[config.mk]
export PLATFORM = sky130hd
export DESIGN_NAME = video_timing_gen
export DESIGN_NICKNAME = d
export VERILOG_FILES = /design/src/rtl/video_timing_gen.sv
export SDC_FILE = /design/constraint.sdc
export NUM_CORES = 1
export LEC_CHECK = 0
export BUFFER_PORTS_ARGS = -buffer_cell sky130_fd_sc_hd__buf_2
export CAP_MARGIN = 20
export CORE_ASPECT_RATIO = 1.75
export CORE_MARGIN = 2
export CORE_UTILIZATION = 54
export CTS_BUF_LIST = sky130_fd_sc_hd__clkbuf_4 sky130_fd_sc_hd__clkbuf_8 sky130_fd_sc_hd__clkbuf_16
export DETAILED_ROUTE_END_ITERATION = 6
export MAX_ROUTING_LAYER = met4
export PLACE_DENSITY = 0.73
export SLEW_MARGIN = 20
export SYNTH_ARGS = -nofsm -noshare
export SYNTH_HDL_FRONTEND = slang
export SYNTH_SLANG_ARGS = --single-unit
[constraint.sdc]
create_clock -name clk -period 2.9 [get_ports clk]
set_input_delay 0.29 -clock clk [delete_from_list [all_inputs] [get_ports clk]]
set_output_delay 0.29 -clock clk [all_outputs]
set_load 0.02 [all_outputs]
[src/rtl/video_timing_gen.sv]
// Horizontal + vertical video timing generator: syncs, active flag, pixel-divided
// frame-buffer addresses and line/frame strobes, all registered from next-count decode.
module video_timing_gen #(
    parameter int unsigned H_TOTAL   = 1600,
    parameter int unsigned H_SYNC    = 192,
    parameter int unsigned H_BACK    = 96,
    parameter int unsigned H_ACTIVE  = 200,
    parameter int unsigned PIX_DIV   = 6,
    parameter int unsigned V_TOTAL   = 525,
    parameter int unsigned V_SYNC    = 2,
    parameter int unsigned V_BACK    = 33,
    parameter int unsigned V_ACTIVE  = 480,
    parameter int unsigned HADDR_W   = 8,
    parameter int unsigned VADDR_W   = 9,
    parameter bit          HSYNC_POL = 1'b0,
    parameter bit          VSYNC_POL = 1'b0
) (
    input  logic               clk,
    input  logic               reset,
    input  logic               en,
    output logic               hsync,
    output logic               vsync,
    output logic               active,
    output logic [HADDR_W-1:0] haddr,
    output logic [VADDR_W-1:0] vaddr,
    output logic               line_start,
    output logic               frame_start
);

    localparam int unsigned H_START = H_SYNC + H_BACK;
    localparam int unsigned H_END   = H_START + H_ACTIVE * PIX_DIV;
    localparam int unsigned V_START = V_SYNC + V_BACK;
    localparam int unsigned V_END   = V_START + V_ACTIVE;
    localparam int unsigned HCNT_W  = $clog2(H_TOTAL + 1);
    localparam int unsigned VCNT_W  = $clog2(V_TOTAL + 1);
    localparam int unsigned DIV_W   = (PIX_DIV > 1) ? $clog2(PIX_DIV) : 1;

    localparam logic [HCNT_W-1:0] H_LAST    = HCNT_W'(H_TOTAL - 1);
    localparam logic [HCNT_W-1:0] H_SYNC_C  = HCNT_W'(H_SYNC);
    localparam logic [HCNT_W-1:0] H_START_C = HCNT_W'(H_START);
    localparam logic [HCNT_W-1:0] H_END_C   = HCNT_W'(H_END);
    localparam logic [VCNT_W-1:0] V_LAST    = VCNT_W'(V_TOTAL - 1);
    localparam logic [VCNT_W-1:0] V_SYNC_C  = VCNT_W'(V_SYNC);
    localparam logic [VCNT_W-1:0] V_START_C = VCNT_W'(V_START);
    localparam logic [VCNT_W-1:0] V_END_C   = VCNT_W'(V_END);
    localparam logic [DIV_W-1:0]  DIV_LAST  = DIV_W'(PIX_DIV - 1);

    // Reject configurations whose windows overrun the frame or whose addresses overflow.
    if ((H_TOTAL < 1) || (V_TOTAL < 1) || (PIX_DIV < 1) ||
        (H_END > H_TOTAL) || (V_END > V_TOTAL) ||
        (64'(H_ACTIVE) > (64'd1 << HADDR_W)) ||
        (64'(V_ACTIVE) > (64'd1 << VADDR_W))) begin : g_cfg_check
        $error("video_timing_gen: illegal timing configuration");
    end

    logic [HCNT_W-1:0]  hcnt_q, hcnt_d, hcnt_nxt;
    logic [VCNT_W-1:0]  vcnt_q, vcnt_d, vcnt_nxt;
    logic [DIV_W-1:0]   div_q, div_d;
    logic [HADDR_W-1:0] haddr_q, haddr_d;
    logic [VADDR_W-1:0] vaddr_q, vaddr_d;
    logic               hsync_q, hsync_d;
    logic               vsync_q, vsync_d;
    logic               active_q, active_d;
    logic               line_start_q, line_start_d;
    logic               frame_start_q, frame_start_d;
    logic               h_act_nxt, v_act_nxt;

    // Decode outputs from the counter values the next edge will load, so they line up with them.
    always_comb begin
        hcnt_nxt = (hcnt_q == H_LAST) ? '0 : hcnt_q + HCNT_W'(1);
        vcnt_nxt = vcnt_q;
        if (hcnt_q == H_LAST) begin
            vcnt_nxt = (vcnt_q == V_LAST) ? '0 : vcnt_q + VCNT_W'(1);
        end
        h_act_nxt = (hcnt_nxt >= H_START_C) && (hcnt_nxt < H_END_C);
        v_act_nxt = (vcnt_nxt >= V_START_C) && (vcnt_nxt < V_END_C);

        hcnt_d        = hcnt_q;
        vcnt_d        = vcnt_q;
        div_d         = div_q;
        haddr_d       = haddr_q;
        vaddr_d       = vaddr_q;
        hsync_d       = hsync_q;
        vsync_d       = vsync_q;
        active_d      = active_q;
        line_start_d  = 1'b0;
        frame_start_d = 1'b0;

        if (en) begin
            hcnt_d        = hcnt_nxt;
            vcnt_d        = vcnt_nxt;
            hsync_d       = (hcnt_nxt < H_SYNC_C) ? HSYNC_POL : ~HSYNC_POL;
            vsync_d       = (vcnt_nxt < V_SYNC_C) ? VSYNC_POL : ~VSYNC_POL;
            active_d      = h_act_nxt && v_act_nxt;
            vaddr_d       = v_act_nxt ? VADDR_W'(vcnt_nxt - V_START_C) : '0;
            line_start_d  = (hcnt_nxt == '0);
            frame_start_d = (hcnt_nxt == '0) && (vcnt_nxt == '0);
            // Pixel divider restarts at the first active clock of every line.
            if (!h_act_nxt || (hcnt_nxt == H_START_C)) begin
                div_d   = '0;
                haddr_d = '0;
            end else if (div_q == DIV_LAST) begin
                div_d   = '0;
                haddr_d = haddr_q + HADDR_W'(1);
            end else begin
                div_d = div_q + DIV_W'(1);
            end
        end
    end

    always_ff @(posedge clk or negedge reset) begin
        if (!reset) begin
            hcnt_q        <= '0;
            vcnt_q        <= '0;
            div_q         <= '0;
            haddr_q       <= '0;
            vaddr_q       <= '0;
            hsync_q       <= HSYNC_POL;
            vsync_q       <= VSYNC_POL;
            active_q      <= 1'b0;
            line_start_q  <= 1'b0;
            frame_start_q <= 1'b0;
        end else begin
            hcnt_q        <= hcnt_d;
            vcnt_q        <= vcnt_d;
            div_q         <= div_d;
            haddr_q       <= haddr_d;
            vaddr_q       <= vaddr_d;
            hsync_q       <= hsync_d;
            vsync_q       <= vsync_d;
            active_q      <= active_d;
            line_start_q  <= line_start_d;
            frame_start_q <= frame_start_d;
        end
    end

    assign hsync       = hsync_q;
    assign vsync       = vsync_q;
    assign active      = active_q;
    assign haddr       = haddr_q;
    assign vaddr       = vaddr_q;
    assign line_start  = line_start_q;
    assign frame_start = frame_start_q;

endmodule
==> flow_summary_export.csv <==
group,metric,value,unit
sta,drv_slew,0,
die,io-pin-count,25,
power,vdd_drop_max,0.000309,V
finish,multiInputGateArea,1890,um2
logic_synthesis,synth_flop_cell,"dfrtp_1",
hold_path,hold_path_class,"in -> async",
clock_tree,path_clk_slew,0.09,ns
drt,via_per_inst,6.07,
place,port_buffers,24,
sta,setup_viol,0,
setup_path,slowest_stage,"or4b_4",
grt,grt_util_all_layers,0.273,
die,fp.dieW,60.9,um
finish,layout-drive-gt1-share,0.290,
logic_synthesis,syn-instance-count,344,
logic_synthesis,synth_cell_types,67,
setup_path,worstSetupPathType,"reg -> reg",
place,dp_hpwl,5870,um
power,p_leak,0.00164,uW
place,routabilityCongestion,0.997,
sta,clock_skew,0.00903,ns
logic_synthesis,yosysWarnings,0,
power,powerDensity,476,nW/um2
clock_tree,numClockSinks,46,
finish,areaGrowthSynthToFinish,20.7,%
finish,antenna_cells,0,
setup_path,crit_required,3.14,ns
die,start_util,0.553,
setup_path,end_kind,"register",
setup_path,crit_fanout,4,
sta,rsz0062_at_grt,"true",
sta,clock.fmax,353,MHz
sta,holdWs,-0.0269,ns
grt,grt_pass1_wl,13000,um
logic_synthesis,synthesis.area,3060,um2
outcome,violations,"negative hold slack",
logic_synthesis,yosys_register_bits,46,
setup_path,crit_buf_inv,0,
logic_synthesis,synth_nets,354,
drt,drtIter0Drc,132,
grt,grt_max_degree,47,
clock_tree,cts-root-buf,"clkbuf_8",
finish,seq_area,1150,um2
die,die_h,104,um
clock_tree,postCtsHoldBufs,0,
die,dieArea,6320,um2
die,std_cell_rows,36,
setup_path,crit_family,"simple AND/OR/NAND/NOR gates",
sta,min_period_over_period,0.977,
drt,routed_wl,7910,um
setup_path,cp-start-kind,"register",
sta,worstMarginPinSlew,0.591,ns
logic_synthesis,synth.yosys.seq_area_share,0.376,
drt,drc_errors,0,
clock_tree,ctsHtreeMaxLevel,2,
drt,first_pass_iters,4,
logic_synthesis,synth_edf_count,0,
logic_synthesis,async_flop_share,1.00,
clock_tree,cts_made_buffers,5,
drt,antenna_left,0,
logic_synthesis,syn_area_per_cell,8.91,um2
grt,grt_pass1_vias,2787,
outcome,outcome,"finished with violations",
sta,finalHoldViolations,45,
setup_path,crit_chain,"or4b_4 > nor4_4 > mux2_4 > or3_4 > o311a_4 > o311ai_2 > nor3b_2",
drt,post_drt_wl_per_cell,17.0,um
setup_path,arrival,3.07,ns
clock_tree,clock_path_buffers,2,
sta,fin_crit,2.83,ns
job,maxCapViolations,0,
finish,fillers,472,
finish,nets,399,
sta,setup_ws,0.0671,ns
clock_tree,cts_tree,"done",
die,core,5540,um2
clock_tree,insertion_delay,0.31,ns
setup_path,max_stage_delay,0.61,ns
grt,overflow,0,
place,place_ws,-0.0112,ns
grt,antenna_found_initial,0,
drt,dr_total_vias,2828,
sta,slew-limit-headroom,0.606,
## layer usage
| metal | global-route usage | vias up | routed length, um |
|---|---|---|---|
| met1 | 0.295 | 1369 | 2970 |
| li1 | - | 1358 | - |
| met4 | 0.132 | 0 | 362 |
| met5 | - | - | 0 |
| met2 | 0.473 | 74 | 4330 |
| met3 | 0.0275 | 27 | 245 |
## cells in the mapped netlist, drive strengths merged, types with 5 or more instances
| cell | instances | area [um2] |
|---|---|---|
| xnor2 | 13 | 114 |
| a21oi | 10 | 50.1 |
| mux2 | 5 | 56.3 |
| nor2b | 7 | 43.8 |
| nand4 | 6 | 37.5 |
| nor3 | 15 | 80.1 |
| o31ai | 12 | 90.1 |
| a22o | 5 | 43.8 |
| o21ai | 13 | 65.1 |
| inv | 15 | 56.3 |
| nor2 | 28 | 105 |
| nor4 | 6 | 52.6 |
| ha | 7 | 87.6 |
| nand3 | 12 | 60.1 |
| dfrtp | 46 | 1150 |
| o2bb2ai | 6 | 52.6 |
| xor2 | 5 | 43.8 |
| nand2 | 32 | 120 |
| clkbuf | 21 | 78.8 |
| and3 | 7 | 43.8 |
## sequential cells by signal, summed over array words and instances (netlist names)
| name | count |
|---|---|
| haddr | 8 |
| frame_start | 1 |
| hsync | 1 |
| vsync | 1 |
| active | 1 |
| vaddr | 9 |
| line_start | 1 |
| div_q | 3 |
| vcnt_q | 10 |
| hcnt_q | 11 |
## through the flow
stage | util | total power [uW] | cell area, um2 | instances | TNS (ns)
after floorplan | - | 1140 | 3080 | 344 | -0.0117
after global placement | 0.626 | 1310 | 3470 | 456 | 0
after detailed placement | 0.626 | 1320 | 3470 | 456 | -0.0145
after CTS | 0.644 | 1730 | 3570 | 464 | 0
after global routing | 0.667 | 1850 | 3700 | 466 | -0.0551
final | 0.667 | 1760 | 3700 | 466 | 0
## power breakdown
group	internal (uW)	switching, uW
logic	231	320
clock network	170	241
registers	711	86.2
## kinds of logic (layout without fill, tap and decap cells)
group / after synthesis / in the layout / synth area share
AND/OR/NAND/NOR: 139 / 139 / 0.245
buffers and inverters: 40 / 86 / 0.0523
adder cells (fa/ha/maj): 7 / 7 / 0.0286
flip-flops: 46 / 46 / 0.376
AO/OA/AOI/OAI: 86 / 86 / 0.218
XOR/XNOR: 18 / 18 / 0.0514
multiplexers: 8 / 8 / 0.0282
## worst paths after layout
kind                             end  slack [ns]       from  cells past startpoint
max in group asynchronous  vcnt_q[0]        2.49      reset                      1
min                        hcnt_q[4]       -0.03      reset                      1
max                         vaddr[7]        0.07  hcnt_q[6]                      7
min in group clk           vcnt_q[1]        0.44         en                      3
max reg2reg                 vaddr[7]        0.07  hcnt_q[6]                      7
min reg2reg                 vaddr[6]        0.48   vaddr[6]                      2
## layout by cell type (no fill, tap or decap), drive strengths merged, types with 10 or more instances in the layout
cell | Yosys | routed
nor3 | 15 | 15
dfrtp | 46 | 46
o21ai | 13 | 13
buf | 3 | 62
inv | 15 | 15
a21oi | 10 | 10
nand2 | 32 | 32
o31ai | 12 | 12
nor2 | 28 | 28
nand3 | 12 | 12
xnor2 | 13 | 13
## worst reg2reg max path, cell delays in order, from the launching register on
cell      delay [ns]
dfrtp_1         0.39
or4b_4          0.61
nor4_4          0.20
mux2_4          0.35
or3_4           0.41
o311a_4         0.40
o311ai_2        0.21
nor3b_2         0.19
## repair_timing
action                                  in CTS  in global routing
setup buffers                                0                  2
hold endpoints to repair                     0                  0
gates cloned                                 0                  0
gates resized for setup                      3                 23
endpoints found under the setup margin      10                 21
pin swaps                                    0                  7
## cell type report
cell class	count	share of cell area
Tap cell	76	0.0257
Inverter	16	0.0162
Multi-Input combinational cell	258	0.512
Clock buffer	5	0.0186
Sequential cell	46	0.312
Timing Repair Buffer	62	0.110
Clock inverter	3	0.00575
Note: power is estimated with default switching activity, not from simulation.
